`src/rtl/anita3_trig_pkg.sv`:
```
// Shared definitions for the ANITA-3 trigger gate: state encoding, source bit
// indices and default widths.
`timescale 1ns/1ps
package anita3_trig_pkg;

   localparam int NUM_SRC  = 4;
   localparam int SRC_RF   = 0;
   localparam int SRC_PPS  = 1;
   localparam int SRC_EXT  = 2;
   localparam int SRC_SOFT = 3;

   localparam int EVCNT_WIDTH_DEF = 32;
   localparam int DROP_WIDTH_DEF  = 16;
   localparam int HO_TIMEOUT_DEF  = 3;

   typedef enum logic [1:0] {
      ST_IDLE     = 2'd0,
      ST_FIRE     = 2'd1,
      ST_WAIT_HO  = 2'd2,
      ST_WAIT_CLR = 2'd3
   } trig_state_e;

endpackage

```
`src/rtl/anita3_trig_edge.sv`:
```
// Rising-edge detector for one trigger source, qualified by its mask bit.
// The previous-level register tracks the input even while the source is masked.
`timescale 1ns/1ps
module anita3_trig_edge (
   input  logic clk250_i,
   input  logic rst_n_i,
   input  logic level,
   input  logic enable,
   output logic rise
);

   logic prev_q;

   always_ff @(posedge clk250_i or negedge rst_n_i) begin
      if (!rst_n_i) prev_q <= 1'b0;
      else          prev_q <= level;
   end

   assign rise = level & ~prev_q & enable;

endmodule

```
`src/rtl/anita3_trigger_gate.sv`:
```
// Merges RF/PPS/ext/soft sources into one trigger pulse for the holdoff block.
// Optional RF prescaler enabled by defining ANITA3_TRIG_PRESCALE_EN.
//
// state    | meaning
// IDLE     | waiting for an RF event or pending source while not busy/held off
// FIRE     | trig_o high for this single cycle
// WAIT_HO  | waiting (bounded) for the holdoff block to assert holdoff_i
// WAIT_CLR | waiting for holdoff_i to release
`timescale 1ns/1ps
module anita3_trigger_gate
   import anita3_trig_pkg::*;
#(
   parameter int EVCNT_WIDTH = EVCNT_WIDTH_DEF,
   parameter int DROP_WIDTH  = DROP_WIDTH_DEF,
   parameter int HO_TIMEOUT  = HO_TIMEOUT_DEF
) (
   input  logic                   clk250_i,
   input  logic                   rst_n_i,
   input  logic                   rf_trig_i,
   input  logic                   pps_trig_i,
   input  logic                   ext_trig_i,
   input  logic                   soft_trig_i,
`ifdef ANITA3_TRIG_PRESCALE_EN
   input  logic [7:0]             rf_prescale_i,
`endif
   input  logic [NUM_SRC-1:0]     trig_mask_i,
   input  logic                   busy_i,
   input  logic                   holdoff_i,
   output logic                   trig_o,
   output logic [NUM_SRC-1:0]     trig_type_o,
   output logic [EVCNT_WIDTH-1:0] event_count_o,
   output logic [DROP_WIDTH-1:0]  rf_dropped_o,
   output logic                   ho_error_o
);

   localparam int HO_W = (HO_TIMEOUT < 2) ? 1 : $clog2(HO_TIMEOUT);
   localparam logic [HO_W-1:0] HO_LOAD = HO_W'(HO_TIMEOUT - 1);
   localparam logic [NUM_SRC-1:0] PEND_SRC = ~(NUM_SRC'(1) << SRC_RF);

   trig_state_e          state_q, state_d;
   logic [NUM_SRC-1:0]   src_lvl, evt;
   logic [NUM_SRC-1:0]   pend_q, pend_all;
   logic [HO_W-1:0]      ho_cnt_q;
   logic                 idle_ok, rf_acc, rf_drop, rf_fire, fire, ho_err_set;

   always_comb begin
      src_lvl           = '0;
      src_lvl[SRC_RF]   = rf_trig_i;
      src_lvl[SRC_PPS]  = pps_trig_i;
      src_lvl[SRC_EXT]  = ext_trig_i;
      src_lvl[SRC_SOFT] = soft_trig_i;
   end

   for (genvar g = 0; g < NUM_SRC; g++) begin : g_edge
      anita3_trig_edge u_edge (
         .clk250_i (clk250_i),
         .rst_n_i  (rst_n_i),
         .level    (src_lvl[g]),
         .enable   (trig_mask_i[g]),
         .rise     (evt[g])
      );
   end

   assign idle_ok  = (state_q == ST_IDLE) & ~busy_i & ~holdoff_i;
   assign rf_acc   = evt[SRC_RF] & idle_ok;
   assign rf_drop  = evt[SRC_RF] & ~idle_ok;
   assign pend_all = pend_q | (evt & PEND_SRC);

`ifdef ANITA3_TRIG_PRESCALE_EN
   // Counts accepted RF events; restarts whenever the divisor is rewritten.
   logic [7:0] ps_cnt_q, ps_last_q;
   logic       ps_hit;

   assign ps_hit  = (ps_cnt_q == rf_prescale_i);
   assign rf_fire = rf_acc & ps_hit;

   always_ff @(posedge clk250_i or negedge rst_n_i) begin
      if (!rst_n_i) begin
         ps_cnt_q  <= '0;
         ps_last_q <= '0;
      end else begin
         ps_last_q <= rf_prescale_i;
         if (rf_prescale_i != ps_last_q) ps_cnt_q <= '0;
         else if (rf_acc)                ps_cnt_q <= ps_hit ? 8'd0 : ps_cnt_q + 8'd1;
      end
   end
`else
   assign rf_fire = rf_acc;
`endif

   assign fire   = idle_ok & (rf_fire | (|pend_all));
   assign trig_o = (state_q == ST_FIRE);

   always_comb begin
      state_d    = state_q;
      ho_err_set = 1'b0;
      case (state_q)
         ST_IDLE:     if (fire) state_d = ST_FIRE;
         ST_FIRE:     state_d = ST_WAIT_HO;
         ST_WAIT_HO: begin
            if (holdoff_i) begin
               state_d = ST_WAIT_CLR;
            end else if (ho_cnt_q == '0) begin
               state_d    = ST_IDLE;
               ho_err_set = 1'b1;
            end
         end
         ST_WAIT_CLR: if (!holdoff_i) state_d = ST_IDLE;
         default:     state_d = ST_IDLE;
      endcase
   end

   always_ff @(posedge clk250_i or negedge rst_n_i) begin
      if (!rst_n_i) state_q <= ST_IDLE;
      else          state_q <= state_d;
   end

   always_ff @(posedge clk250_i or negedge rst_n_i) begin
      if (!rst_n_i) begin
         pend_q        <= '0;
         trig_type_o   <= '0;
         event_count_o <= '0;
         rf_dropped_o  <= '0;
         ho_error_o    <= 1'b0;
         ho_cnt_q      <= '0;
      end else begin
         if (fire && state_q == ST_IDLE) begin
            pend_q      <= '0;
            trig_type_o <= pend_all | (NUM_SRC'(rf_fire) << SRC_RF);
         end else begin
            pend_q      <= pend_all & trig_mask_i;
         end
         if (state_q == ST_FIRE) begin
            event_count_o <= event_count_o + EVCNT_WIDTH'(1);
            ho_cnt_q      <= HO_LOAD;
         end else if (state_q == ST_WAIT_HO && ho_cnt_q != '0) begin
            ho_cnt_q      <= ho_cnt_q - HO_W'(1);
         end
         if (rf_drop && rf_dropped_o != '1) rf_dropped_o <= rf_dropped_o + DROP_WIDTH'(1);
         if (ho_err_set) ho_error_o <= 1'b1;
      end
   end

endmodule

```
`config.mk`:
```
export PLATFORM = sky130hd
export DESIGN_NAME = anita3_trigger_gate
export DESIGN_NICKNAME = d
export VERILOG_FILES = /design/src/rtl/anita3_trig_pkg.sv /design/src/rtl/anita3_trig_edge.sv /design/src/rtl/anita3_trigger_gate.sv
export SDC_FILE = /design/constraint.sdc
export NUM_CORES = 1
export LEC_CHECK = 0
export BUFFER_PORTS_ARGS = -buffer_cell sky130_fd_sc_hd__buf_2
export CAP_MARGIN = 25
export CORE_MARGIN = 4
export CORE_UTILIZATION = 40
export DETAILED_ROUTE_END_ITERATION = 12
export PLACE_DENSITY_LB_ADDON = 0.2
export SYNTH_ARGS = -nofsm -noshare
export SYNTH_HDL_FRONTEND = slang
export SYNTH_SLANG_ARGS = --single-unit
```
`constraint.sdc`:
```
create_clock -name clk250_i -period 1.83 [get_ports clk250_i]
set_clock_uncertainty 0.2 [all_clocks]
set_input_delay 0.183 -clock clk250_i [delete_from_list [all_inputs] [get_ports clk250_i]]
set_output_delay 0.183 -clock clk250_i [all_outputs]
set_load 0.01 [all_outputs]
```
== Yosys cells after proc, flatten, opt, wreduce, memory -nomap -nowiden ==
Cells that the tools add are included.

* Multiplexer cells: 11
* Eq/ne operators: 7
* Bitwise operators: 24
* Reduce and logical (&&, ||, !) cells: 9
* Add/sub/neg operators: 3

{| class="wikitable"
|+ Operators by type and width
! kind !! number
|-
| $add 32x1->32 const B || 1
|-
| $add 16x1->16 const B || 1
|-
| $ne 16x16->1 const B || 1
|-
| $and 1x1->1 || 13
|-
| $mux 2 || 6
|-
| $pmux 2 s4 || 1
|-
| $not 1->1 || 7
|-
| $and 4x4->4 || 1
|-
| $eq 2x2->1 const B || 2
|-
| $logic_not 2->1 || 2
|-
| $mux 4 || 1
|-
| $ne 2x2->1 const B || 2
|-
| $or 4x1->4 || 1
|-
| $or 4x4->4 || 1
|-
| $reduce_bool 2->1 || 2
|-
| $reduce_or 4->1 || 1
|-
| $logic_and 1x1->1 || 3
|-
| $mux 1 || 3
|-
| $ne 3x3->1 const B || 1
|-
| $reduce_and 3->1 || 1
|-
| $eq 2x1->1 const B || 1
|-
| $sub 2x1->2 const B || 1
|-
| $or 1x1->1 || 1
|}

* Logic and storage cells: 65
* Bits in registers: 65
* Output and inout bits: 54

== Depth between registers and ports, before layout ==
Gate-level depths: netlist of run 1.

* Word-level depth: 9
* Gate-level depth with buffers: 6

== Hierarchy ==
Synthesis of run 1 repeated with hierarchy kept, for this count alone.

* Cell total of the unflattened synthesis: 255
* Area total of the unflattened synthesis: 2,884.0 µm²

{| class="wikitable"
|+ Modules (own cells, without submodules)
! module !! instances !! sequential area each (µm²) !! area an instance (µm²) !! cells an instance
|-
| anita3_trigger_gate || 1 || 1,526.5 || 2,748.9 || 247
|-
| anita3_trig_edge || 4 || 25.0 || 33.8 || 2
|}

== Worst setup path after synthesis of run 1 ==
OpenSTA, ideal clock, no wires.

* Path type: reg-to-reg
* Start point: register state_q[0]
* End point: register rf_dropped_o[15]
* Stages on the path, launching flop included: 7
* Path slack: -45 ps
* Library setup time: 125 ps
* Data required time: 1,505 ps
* Arrival time: 1,549 ps
* Path through: dfrtp_1 > buf_6 > or4_4 > buf_6 > nand3_4 > nor4_2 > mux2_4

* Word-level cells in the longest chain between the ends: 6

{| class="wikitable"
|+ Ends and longest elaborated chain
! item !! line !! RTL
|-
| start: declaration || anita3_trigger_gate.sv:40 || <nowiki>trig_state_e state_q, state_d;</nowiki>
|-
| start signal: assignment || anita3_trigger_gate.sv:115 || <nowiki>else state_q <= state_d;</nowiki>
|-
| $logic_not 2->1 || anita3_trigger_gate.sv:64 || <nowiki>assign idle_ok = (state_q == ST_IDLE) & ~busy_i & ~holdoff_i;</nowiki>
|-
| $and 1x1->1 (2 in series) || anita3_trigger_gate.sv:64 ||
|-
| $not 1->1 || anita3_trigger_gate.sv:66 || <nowiki>assign rf_drop = evt[SRC_RF] & ~idle_ok;</nowiki>
|-
| $and 1x1->1 || anita3_trigger_gate.sv:66 ||
|-
| $logic_and 1x1->1 || anita3_trigger_gate.sv:139 || <nowiki>if (rf_drop && rf_dropped_o != '1) rf_dropped_o <= rf_dropped_o + DROP_WIDTH'(1);</nowiki>
|-
| end signal: assignment || anita3_trigger_gate.sv:139 ||
|-
| end: declaration || anita3_trigger_gate.sv:32 || <nowiki>output logic [DROP_WIDTH-1:0] rf_dropped_o,</nowiki>
|}

No other way between the ends.
A chain may end at the register's enable or synchronous reset.

== Worst setup path after layout of run 1 ==
* Start point: register state_q[1]
* End point: register rf_dropped_o[15]

The elaborated chain is that of the path after synthesis.

==> results of run 1 <==
cell type report:
| cell class | count | area, um2 | area share [%] |
|---|---|---|---|
| Sequential cell | 65 | 1630 | 40.5 |
| Clock inverter | 5 | 30.0 | 0.746 |
| Inverter | 11 | 41.3 | 1.03 |
| Tap cell | 99 | 124 | 3.08 |
| Clock buffer | 11 | 151 | 3.76 |
| Timing Repair Buffer | 106 | 686 | 17.0 |
| Multi-Input combinational cell | 180 | 1370 | 33.9 |
per-stage QoR:
stage	hold WS, ns	setup slack (ns)	instance area (um2)	total power, uW	TNS (ns)
floorplan	-0.313	0.00249	3010	2420	0
global placement	0.0318	0.0733	3660	2880	0
detailed placement	0.0250	0.0140	3660	2910	0
CTS	0.0143	0.00665	3940	4060	0
global route	0.0135	-0.0506	4030	4310	-0.210
finish	0.0343	0.0307	4030	4040	0
layer usage:
| layer | vias up | wire length [um] | GRT usage, % |
|---|---|---|---|
| met5 | - | 0 | 0 |
| li1 | 1167 | - | - |
| met3 | 7 | 312 | 4.46 |
| met4 | 0 | 65 | 5.77 |
| met2 | 57 | 3070 | 23.9 |
| met1 | 1138 | 3110 | 21.6 |
cells by family (layout without fill, tap and decap cells):
group	count (synthesis)	in the layout	share of synthesized area (%)
adder cells (fa/ha/maj)	3	3	1.25
flip-flops	65	65	54.1
AND/OR/NAND/NOR	109	109	22.8
AO/OA/AOI/OAI	21	21	4.58
buffers and inverters	19	133	3.08
XOR/XNOR	44	44	12.8
multiplexers	3	3	1.33
where the power goes:
group,switching (uW),total (uW),internal (uW)
clock network,557,1110,558
registers,181,1830,1650
logic,548,1100,549
total,1290,4040,2750
cells in the final DEF, fill, tap and decap left out, types with 2 or more instances in the layout:
| cell | synthesis | routed |
|---|---|---|
| buf_2 | 2 | 65 |
| dfrtp_1 | 65 | 62 |
| xnor2_1 | 28 | 27 |
| buf_4 | 1 | 26 |
| nand2_1 | 22 | 22 |
| nand3_1 | 17 | 17 |
| xor2_1 | 16 | 16 |
| nand4_1 | 14 | 14 |
| nor2_1 | 11 | 11 |
| clkbuf_8 | 0 | 11 |
| inv_1 | 11 | 10 |
| dlygate4sd3_1 | 0 | 10 |
| and3_1 | 8 | 8 |
| and4_1 | 6 | 6 |
| nor4_2 | 1 | 6 |
| a31oi_1 | 5 | 5 |
| o22ai_1 | 5 | 5 |
| nor3_1 | 4 | 4 |
| buf_6 | 2 | 4 |
| nor4_4 | 2 | 3 |
| a21oi_1 | 3 | 3 |
| clkinv_2 | 0 | 3 |
| dfrtp_2 | 0 | 3 |
| nand4b_1 | 2 | 2 |
| o21ai_0 | 2 | 2 |
| mux2_4 | 2 | 2 |
| o22a_1 | 2 | 2 |
| nor4_1 | 8 | 2 |
| nor4b_2 | 0 | 2 |
| and2_1 | 2 | 2 |
| ha_1 | 3 | 2 |
| clkinvlp_4 | 0 | 2 |
sequential cells by signal, indices dropped and copies added, names as in the netlist:
register and cells:
pend_q 4, rf_dropped_o 16, event_count_o 32, ho_error_o 1, trig_type_o 4, ho_cnt_q 2
g_edge.u_edge.prev_q 4, state_q 2
worst max-delay path, cell delays in order (launching register included):
cell	delay, ns
dfrtp_1	0.39
or4_4	0.62
nand3_4	0.15
nor4_4	0.05
mux2_4	0.29
synth_stat cells, drive strengths merged (6+ instances only):
master / number
and3: 8
nor4: 11
nand2: 23
nor2: 12
inv: 11
dfrtp: 65
and4: 6
nand4: 15
xnor2: 28
xor2: 16
nand3: 18
worst max path at each step:
| stage | cells after the start | endpoint | slack (ns) | from |
|---|---|---|---|---|
| 6_report | 4 | rf_dropped_o[15]$_DFFE_PN0P_ | 0.03 | state_q[1]$_DFFE_PN0P_ |
| 5_1_grt | 4 | rf_dropped_o[8]$_DFFE_PN0P_ | -0.05 | g_edge[0].u_edge.prev_q$_DFF_PN0_ |
| 4_1_cts | 6 | rf_dropped_o[4]$_DFFE_PN0P_ | 0.007 | rf_dropped_o[1]$_DFFE_PN0P_ |
| 3_5_place_dp | 6 | rf_dropped_o[4]$_DFFE_PN0P_ | 0.01 | rf_dropped_o[1]$_DFFE_PN0P_ |
| 3_3_place_gp | 4 | rf_dropped_o[15]$_DFFE_PN0P_ | 0.07 | state_q[1]$_DFFE_PN0P_ |
| 2_1_floorplan | 4 | rf_dropped_o[1]$_DFFE_PN0P_ | 0.002 | rf_dropped_o[10]$_DFFE_PN0P_ |
repair_timing:
item | CTS | global route
cloned | 0 | 0
pin swaps | 0 | 1
endpoints found under the hold margin | 75 | 0
resized for setup | 1 | 18
endpoints found under the setup margin | 1 | 23
hold buffers | 10 | 0
==> impl_results.md, run 1 <==
* R2R depth at 4
* Final worst path period share at approximately 100%
* Worst r2r dst: rf_dropped_o[15]$_DFFE_PN0P_
* Setup Buffers After CTS at 0
* Worst setup EP type: flip-flop
* Final wirelength at about 6.6 mm
* RSZ-0062 raised after global routing: yes
* Max_cap viols at 0
* Port Buffer Count at 65
* Initial drt markers at 53
* Lkg Pwr at between 0.002 and 0.0025 uW
* Number of global-route vias before repair at around 2.4k
* Antenna cells at 0
* Number of synthesized flops with an enable pin at 0
* Share of the synthesized area in the top cell type at a little over half
* Row count at 31
* Largest net degree at the start of global routing at 66
* FF-to-FF Start: state_q[1]$_DFFE_PN0P_
* Layout cells sized above 1 at 36.8%
* Reg-to-reg slack, setup at about 0.031 ns
* Residual DRC count at 0
* Critical path fanouts, max at 6
* Total CTS buffers at 9
* Min-Delay Startpoint: holdoff_i
* Gpl congestion at roughly 0.77
* Asr flop ratio synth at 100%
* Seq cells post-synth at 65
* Yosys top cell by area: dfrtp_1
* Syn nets at around 280
* Crit Path Class: reg -> reg
* Avg Inst Size Synth at around 11 um2
* Status: finished, final reports clean
* I/O pin count at 66
* WP data required at between 1.5 and 2 ns
* Remaining global-route overflow at 0
* Mapped Area at about 0.003 mm2
* Via count at about 2.4k
* Synth Flop Type: dfrtp_1
* CTS tree: done
* Fillers at about 670
* Peak supply drop at about 0.67 mV
* Detailed Routing Iterations Pass 1 at 4
* Hold crit path type: in -> reg
* Slew margin rel. at about two thirds
* Die Width at about 95 um
* Worst Tran Pin Value at around 0.52 ns
* Routed length per instance at roughly 14 um
* Count of cell types in the netlist at a little over 40
* Final Hold Viols at 0
* Cells after synthesis at ~260
* Total GRT Usage at between 10% and 20%
* Starting Density at around 40%
* Clk buf depth at 2
* Worst skew pair latency at around 0.33 ns
* First-pass GRT wire length at around 11 mm
* DP Cell Count at between 400 and 500
* Maximum clock rate at roughly 560 MHz
* P per Cell Area at between 1000 and 1500 mW/mm2
* Final nets at 388
* Layout area overhead at 34.1%
* Die height at between 90 and 100 um
* Core Area at approximately 0.0073 mm2
* Final Max Slew Viols at 0
* Post-Layout Cell Count at 477
* Synth area leaders: dfrtp_1 (54%), xnor2_1 (8.2%), xor2_1 (4.7%)
* Final Setup Violations at 0
* Hold path depth at 3
* Post-layout minimum cycle time at approximately 1.8 ns
* WP data arrival at ~1.8 ns
* Post-route ant nets at 0
* Total number of yosys warnings at 0
* Sequential-to-total area share from yosys stat at roughly 54%
* Clock sinks at 65
* Via density at 4.97
* Die area at approximately 0.009 mm2
* Clock transition at the registers of the reported paths at 0.07 ns
* Worst Hold Path EP: ho_error_o$_DFFE_PN0P_
* Startpoint Class: flip-flop
* DPL Wire Length at between 4 and 5 mm
* Final Core Density at a little under three fifths
* Initial antenna violation count at 0
* Max H-tree Level at 3
* Root Driver: clkbuf_8
Power figures use the tool's default switching activity.
==> run 2: changes to the inputs <==
--- a/config.mk
+++ b/config.mk
@@ -8,4 +8,5 @@
 export BUFFER_PORTS_ARGS = -buffer_cell sky130_fd_sc_hd__buf_2
 export CAP_MARGIN = 25
+export CORE_ASPECT_RATIO = 1.4
 export CORE_MARGIN = 4
 export CORE_UTILIZATION = 40
==> constraint.sdc (replaced) <==
create_clock -name clk250_i -period 1.83 [get_ports clk250_i]
set_clock_uncertainty 0.2 [all_clocks]
set_input_delay 0.2745 -clock clk250_i [delete_from_list [all_inputs] [get_ports clk250_i]]
set_output_delay 0.2745 -clock clk250_i [all_outputs]
set_load 0.01 [all_outputs]
==> run 2 against run 1 <==
Net effect:
- die area up 0.22%
- total power up 5.7%
- design area up 4.9%
- clock power up 9.9%
- via count up 2.7%
- count of clock-buffer cells in the layout up 1
- hold slack better by 0.051 ns
- utilization up 2.5 points
- largest cell class unchanged
- combinational power up 12%
- sequential share of layout area down 2.0 points
- critical endpoint unchanged
- sequential cell count unchanged
- global-route usage down 0.050 points
==> impl_results.md, run 2 (synthesized netlist as in run 1, its figures left out) <==
* Hold crit path type: in -> reg
* Worst skew pair latency at about 0.33 ns
* Residual DRC count at 0
* Die area at about 0.009 mm2
* Clock sinks at 65
* Worst setup EP type: flip-flop
* Post-layout minimum cycle time at about 1.8 ns
* Fillers at about 670
* Die height at 111 um
* Number of global-route vias before repair at about 2.4k
* Reg with most FFs: event_count_o
* Setup tns final at 0 ns
* Lkg Pwr at about 0.0021 uW
* Sequential cell area at ~0.0016 mm2
* Post-route ant nets at 0
* Final nets at just over 400
* Top Registers: event_count_o: 32 flops, rf_dropped_o: 16 flops
* Worst Tran Pin Value at ~0.35 ns
* Most frequent cells in the layout: dfrtp_1 (64), buf_2 (64), buf_4 (44)
* WP data arrival at around 1.8 ns
* I/O pin count at 66
* CP max stage cell: dfrtp_1
* Total GRT Usage at roughly 16%
* Remaining global-route overflow at 0
* Via density at 4.95
* Peak supply drop at 0.535 mV
* Maximum clock rate at around 550 MHz
* Antenna cells at 0
* Final worst path period share at 98.8%
* Routed length per instance at around 14 um
* Fin Hold WS at between 0.08 and 0.09 ns
* Final Hold Viols at 0
* Core Area at ~0.0073 mm2
* Final Setup Violations at 0
* Layout cells sized above 1 at roughly two fifths
* Via count at roughly 2.4k
* Critical Path Source: rf_dropped_o[0]$_DFFE_PN0P_
* First-pass GRT wire length at around 11 mm
* Row count at 37
* Setup ws final at around 0.022 ns
* Status: finished, final reports clean
* Min-Delay Startpoint: holdoff_i
* Overall power at around 4300 uW
* Family with the most delay on the worst path: simple AND/OR/NAND/NOR gates
* Root Driver: clkbuf_8
* Die Width at between 80 and 90 um
* P per Cell Area at about 1000 mW/mm2
* Worst path cell trace: buf_4 > nand3_1 > nand2b_2 > nor4_4 > mux2_4
* Initial drt markers at about 120
* Multi-input gate area at around 0.0014 mm2
* Detailed Routing Iterations Pass 1 at 4
* Slowest cell delay on critical path at between 0.3 and 0.4 ns
* Initial antenna violation count at 0
* Slew margin rel. at 77.0%
* Largest net degree at the start of global routing at 66
* Critical path fanouts, max at 5
* Max_cap viols at 0
* Total CTS buffers at 9
* Final Max Slew Viols at 0
* Startpoint Class: flip-flop
* Final Core Density at between 50 and 60%
* Worst Path Buf+Inv at 1
* Worst slack at placement at -0.0131 ns
* Final wirelength at around 6.9 mm
* FF-to-FF Start: rf_dropped_o[0]$_DFFE_PN0P_
* Gpl congestion at 0.739
* Clock transition at the registers of the reported paths at around 0.070 ns
* WP data required at approximately 1.8 ns
* DPL Wire Length at between 4 and 5 mm
* CTS tree: done
* Layout area overhead at 40.6%
* Max H-tree Level at 3
* Port Buffer Count at 65
* Max reg flops at 32
* Starting Density at 41.1%
* Clk buf depth at 2
* Crit Path Class: reg -> reg
* RSZ-0062 raised after global routing: yes
==> run 2: layout make-up <==
class / instances / share of cell area (%)
clock buffers: 12 / 3.67
clock inverters: 3 / 0.948
inverters: 11 / 1.04
multi-input cells: 180 / 33.1
flip-flops and latches: 65 / 38.5
well taps: 97 / 2.87
repair buffers: 124 / 19.8
==> run 2: worst paths after layout <==
path | cells past startpoint | slack, ns | to
max reg2reg | 5 | 0.02 | rf_dropped_o[15]$_DFFE_PN0P_
max | 5 | 0.02 | rf_dropped_o[15]$_DFFE_PN0P_
min in group asynchronous | 3 | 0.30 | event_count_o[29]$_DFFE_PN0P_
max in group asynchronous | 3 | 0.84 | rf_dropped_o[3]$_DFFE_PN0P_
min | 3 | 0.09 | state_q[0]$_DFFE_PN0P_
min reg2reg | 1 | 0.26 | event_count_o[31]$_DFFE_PN0P_
==> run 2: worst min-delay path: stages <==
cell and delay, ns:
buf_2 0.10, buf_4 0.11, a21o_1 0.10
==> run 2: power breakdown <==
group	internal, uW	switching (uW)	leakage [uW]	total (uW)
Clock	693	528	0.000102	1220
Combinational	635	595	0.00119	1230
Sequential	1650	172	0.000852	1820
Total	2980	1300	0.00215	4270
==> run 2: timing repair <==
action                                  in CTS  in global routing
gates resized for setup                      8                 20
pin swaps                                    2                  6
setup buffers                                4                  7
endpoints found under the setup margin       4                 32
endpoints found under the hold margin       73                  0
hold buffers                                 9                  0
gates cloned                                 0                  1
==> run 2: metrics by stage <==
| step | cell area, um2 | cells |
|---|---|---|
| after floorplan | 3010 | 264 |
| after global placement | 3720 | 456 |
| after detailed placement | 3720 | 456 |
| after CTS | 4070 | 484 |
| after global routing | 4230 | 492 |
| final | 4230 | 492 |
==> run 2: layer usage <==
metal	GRT usage, %	wire length (um)	vias up
met1	19.9	2920	1162
li1	-	-	1202
met3	2.37	307	14
met5	0	0	-
met2	26.1	3460	56
met4	7.10	170	0
==> run 3: changes to the inputs <==
Settings changed: SYNTH_HIERARCHICAL from default to 1.
==> run 3 against run 2 <==
Net effect:
- the flow now finishes with violations (setup timing)
- hold slack lost 0.046 ns
- count of clock-buffer cells in the layout shrank 1
- clock power is essentially flat
- non-clock buffer count grew 4
- design area is essentially flat
- utilization grew 2.8 points
- register-to-register slack lost 0.04 ns
- largest cell class unchanged
- critical path type unchanged
- largest power group unchanged
- critical endpoint is now rf_dropped_o[1]$_DFFE_PN0P_
- routed wire length shrank 1.9%
==> impl_results.md, run 3 <==
* Status: finished with violations
* Failing checks: setup timing
* Dpl cell area at ~0.0037 mm2
* Worst path cell trace: buf_6 > o41ai_4 > buf_4 > a31oi_4 > mux2_2
* CTS tree: done
* Seq cells post-synth at between 60 and 70
* Startpoint Class: flip-flop
* Core Area at about 0.007 mm2
* P per Cell Area at 990 mW/mm2
* Via count at roughly 2.4k
* Number of global-route vias before repair at 2499
* Slew margin rel. at about two thirds
* WP data arrival at 1.87 ns
* Slowest cell delay on critical path at about 0.45 ns
* Grt met2 use at 29.6%
* Largest net degree at the start of global routing at 32
* Initial drt markers at 65
* Critical path fanouts, max at 5
* Post-layout minimum cycle time at between 1.5 and 2 ns
* Share of the synthesized area in the top cell type at between 50 and 60%
* Synth Flop Type: dfrtp_1
* WP data required at roughly 1.9 ns
* Worst setup EP type: flip-flop
* Yosys top cell by area: dfrtp_1
* Total GRT Usage at 17.0%
* Top Registers: event_count_o: 32 flops, rf_dropped_o: 16 flops
* Max_cap viols at 0
* Final instance area at 0.00423 mm2
* Critical Path Source: state_q[1]$_DFFE_PN0P_
* Reg-to-reg slack, setup at -0.02 ns
* Root Driver: clkbuf_8
* Detailed Routing Iterations Pass 1 at 4
* Final Max Slew Viols at 0
* Max reg flops at 32
* Worst skew pair latency at 0.34 ns
* Die area at just under 0.009 mm2
* Syn nets at between 200 and 300
* FF-to-FF Start: state_q[1]$_DFFE_PN0P_
* Reg with most FFs: event_count_o
* Setup ws final at -0.0193 ns
* Clock transition at the registers of the reported paths at about 0.070 ns
* Switching share of power at between 30% and 40%
* DPL Wire Length at 4.96 mm
* Maximum clock rate at 541 MHz
* Count of cell types in the netlist at 38
* Die Width at 79.8 um
* Post-route ant nets at 0
* Final Hold Viols at 0
* P_sw at 1280 uW
* RSZ-0062 raised after global routing: yes
* Die height at about 110 um
* Max H-tree Level at 3
* Synth area leaders: dfrtp_1 (56%), xnor2_1 (9.1%), xor2_1 (4.3%)
* Worst Tran Pin Value at approximately 0.49 ns
* Most frequent cells in the layout: buf_2 (65), dfrtp_1 (63), buf_4 (52)
* Clk buf depth at 2
* Initial antenna violation count at 0
* Starting Density at between 40% and 50%
* Met3 Use GR at 5.00%
* I/O pin count at 66
* Cells after synthesis at between 200 and 300
* Fin Hold WS at roughly 0.04 ns
* Grt peak-use layer: met2
* Lkg Pwr at ~0.0022 uW
* Final Setup Violations at 2
* Avg Inst Size Synth at between 10 and 15 um2
* Count leader, synth: dfrtp_1
* Remaining global-route overflow at 0
* Clock power frac at between 20% and 30%
* Total number of yosys warnings at 6
* Total CTS buffers at 9
* Flop pwr share at a little over two fifths
* Residual DRC count at 0
* Number of synthesized flops with an enable pin at 0
* Row count at 36
* Final worst path period share at 101%
* Overall power at approximately 4200 uW
* Min-Delay Startpoint: holdoff_i
* Layout area overhead at 46.6%
* Layout cells sized above 1 at a little over two fifths
* Most common cell after layout, fill and taps aside: buf_2
* Crit Path Class: reg -> reg
* CP max stage cell: o41ai_4
* Sequential-to-total area share from yosys stat at approximately 56%
* Via density at 4.90
* Asr flop ratio synth at 100%
* Internal power at roughly 2900 uW
* Gpl congestion at ~0.8
* Final wirelength at between 6 and 7 mm
* Met1 GRT Util at 19.6%
* Port Buffer Count at 65
* Fillers at between 500 and 600
* Synth top cells by count: dfrtp_1 (65), xnor2_1 (30), nand2_1 (21), nand3_1 (21), nor2_1 (18)
* Peak supply drop at 0.781 mV
* Antenna cells at 0
* Hold crit path type: in -> reg
* Final Core Density at between 60% and 70%
* Clock sinks at 65
* Comb power frac at a little over a quarter
* First-pass GRT wire length at about 11 mm
* Routed length per instance at about 14 um
* Mapped Area at a little under 0.003 mm2
* Final nets at just over 400
==> run 3: cell count changes after synthesis, moves of 5 or more <==
cell and change:
nor3_1 +7, nor2_1 +7, o21ai_0 +5, nor4_1 -6
and3b_1 +6
==> run 3: through the flow <==
stage          cells  setup TNS (ns)  setup slack [ns]
6_report         491         -0.0324           -0.0193
5_1_grt          491           -1.13            -0.111
4_1_cts          484         -0.0625           -0.0183
3_5_place_dp     457          -0.477           -0.0769
3_3_place_gp     457         -0.0655           -0.0282
2_1_floorplan    255         -0.0239           -0.0239
==> run 3: final timing paths <==
check	endpoint	cells after the start
worst max-delay path	rf_dropped_o[1]$_DFFE_PN0P_	5
worst min-delay path	state_q[0]$_DFFE_PN0P_	3
worst max register to register	rf_dropped_o[1]$_DFFE_PN0P_	5
worst min register to register	event_count_o[31]$_DFFE_PN0P_	1
max in group asynchronous	event_count_o[6]$_DFFE_PN0P_	3
min in group asynchronous	event_count_o[13]$_DFFE_PN0P_	2
==> run 3: layout make-up <==
type / instances / area [um2] / share of cell area [%]
clock inverters: 5 / 56.3 / 1.33
well taps: 95 / 119 / 2.81
multi-input cells: 177 / 1410 / 33.3
clock buffers: 11 / 141 / 3.34
inverters: 10 / 37.5 / 0.888
flip-flops and latches: 65 / 1630 / 38.5
repair buffers: 128 / 838 / 19.8
==> run 3: layer usage <==
| metal | part of all wire [%] | wire length (um) |
|---|---|---|
| met1 | 40 | 2690 |
| met4 | 2.0 | 136 |
| met5 | 0 | 0 |
| met2 | 53 | 3560 |
| met3 | 5.2 | 348 |
==> run 3: power groups by stage <==
stage / logic (uW) / clock network (uW) / registers [uW]
2_1_floorplan: 453 / 0 / 1930
4_1_cts: 1070 / 1250 / 1840
3_5_place_dp: 1020 / 0 / 1860
3_3_place_gp: 1010 / 0 / 1850
6_report: 1140 / 1220 / 1830
5_1_grt: 1260 / 1320 / 1870
==> run 3: timing repair <==
action,4_1_cts,5_1_grt
resized for setup,5,25
endpoints found under the hold margin,25,0
hold buffers,8,0
pin swaps,3,16
buffers inserted,3,9
endpoints found under the setup margin,16,31
==> run 3: worst max-delay path: cells and delay by family, from the launching register on <==
family	cells	cell delay [ns]
AO/OA/AOI/OAI	2	0.50
flip-flops	1	0.41
buffers and inverters	2	0.33
multiplexers	1	0.30
==> run 3: cells by family (layout without fill, tap and decap cells) <==
group	count (synthesis)	in the layout	share of synthesized area, %
AOI/OAI and AO/OA	17	17	3.90
adders and majority gates	3	3	1.30
muxes	4	4	1.52
DFF	65	65	56.4
and+or+nand+nor	109	109	21.4
xor gates and xnor gates	44	44	13.4
buffers and inverters	13	154	2.13
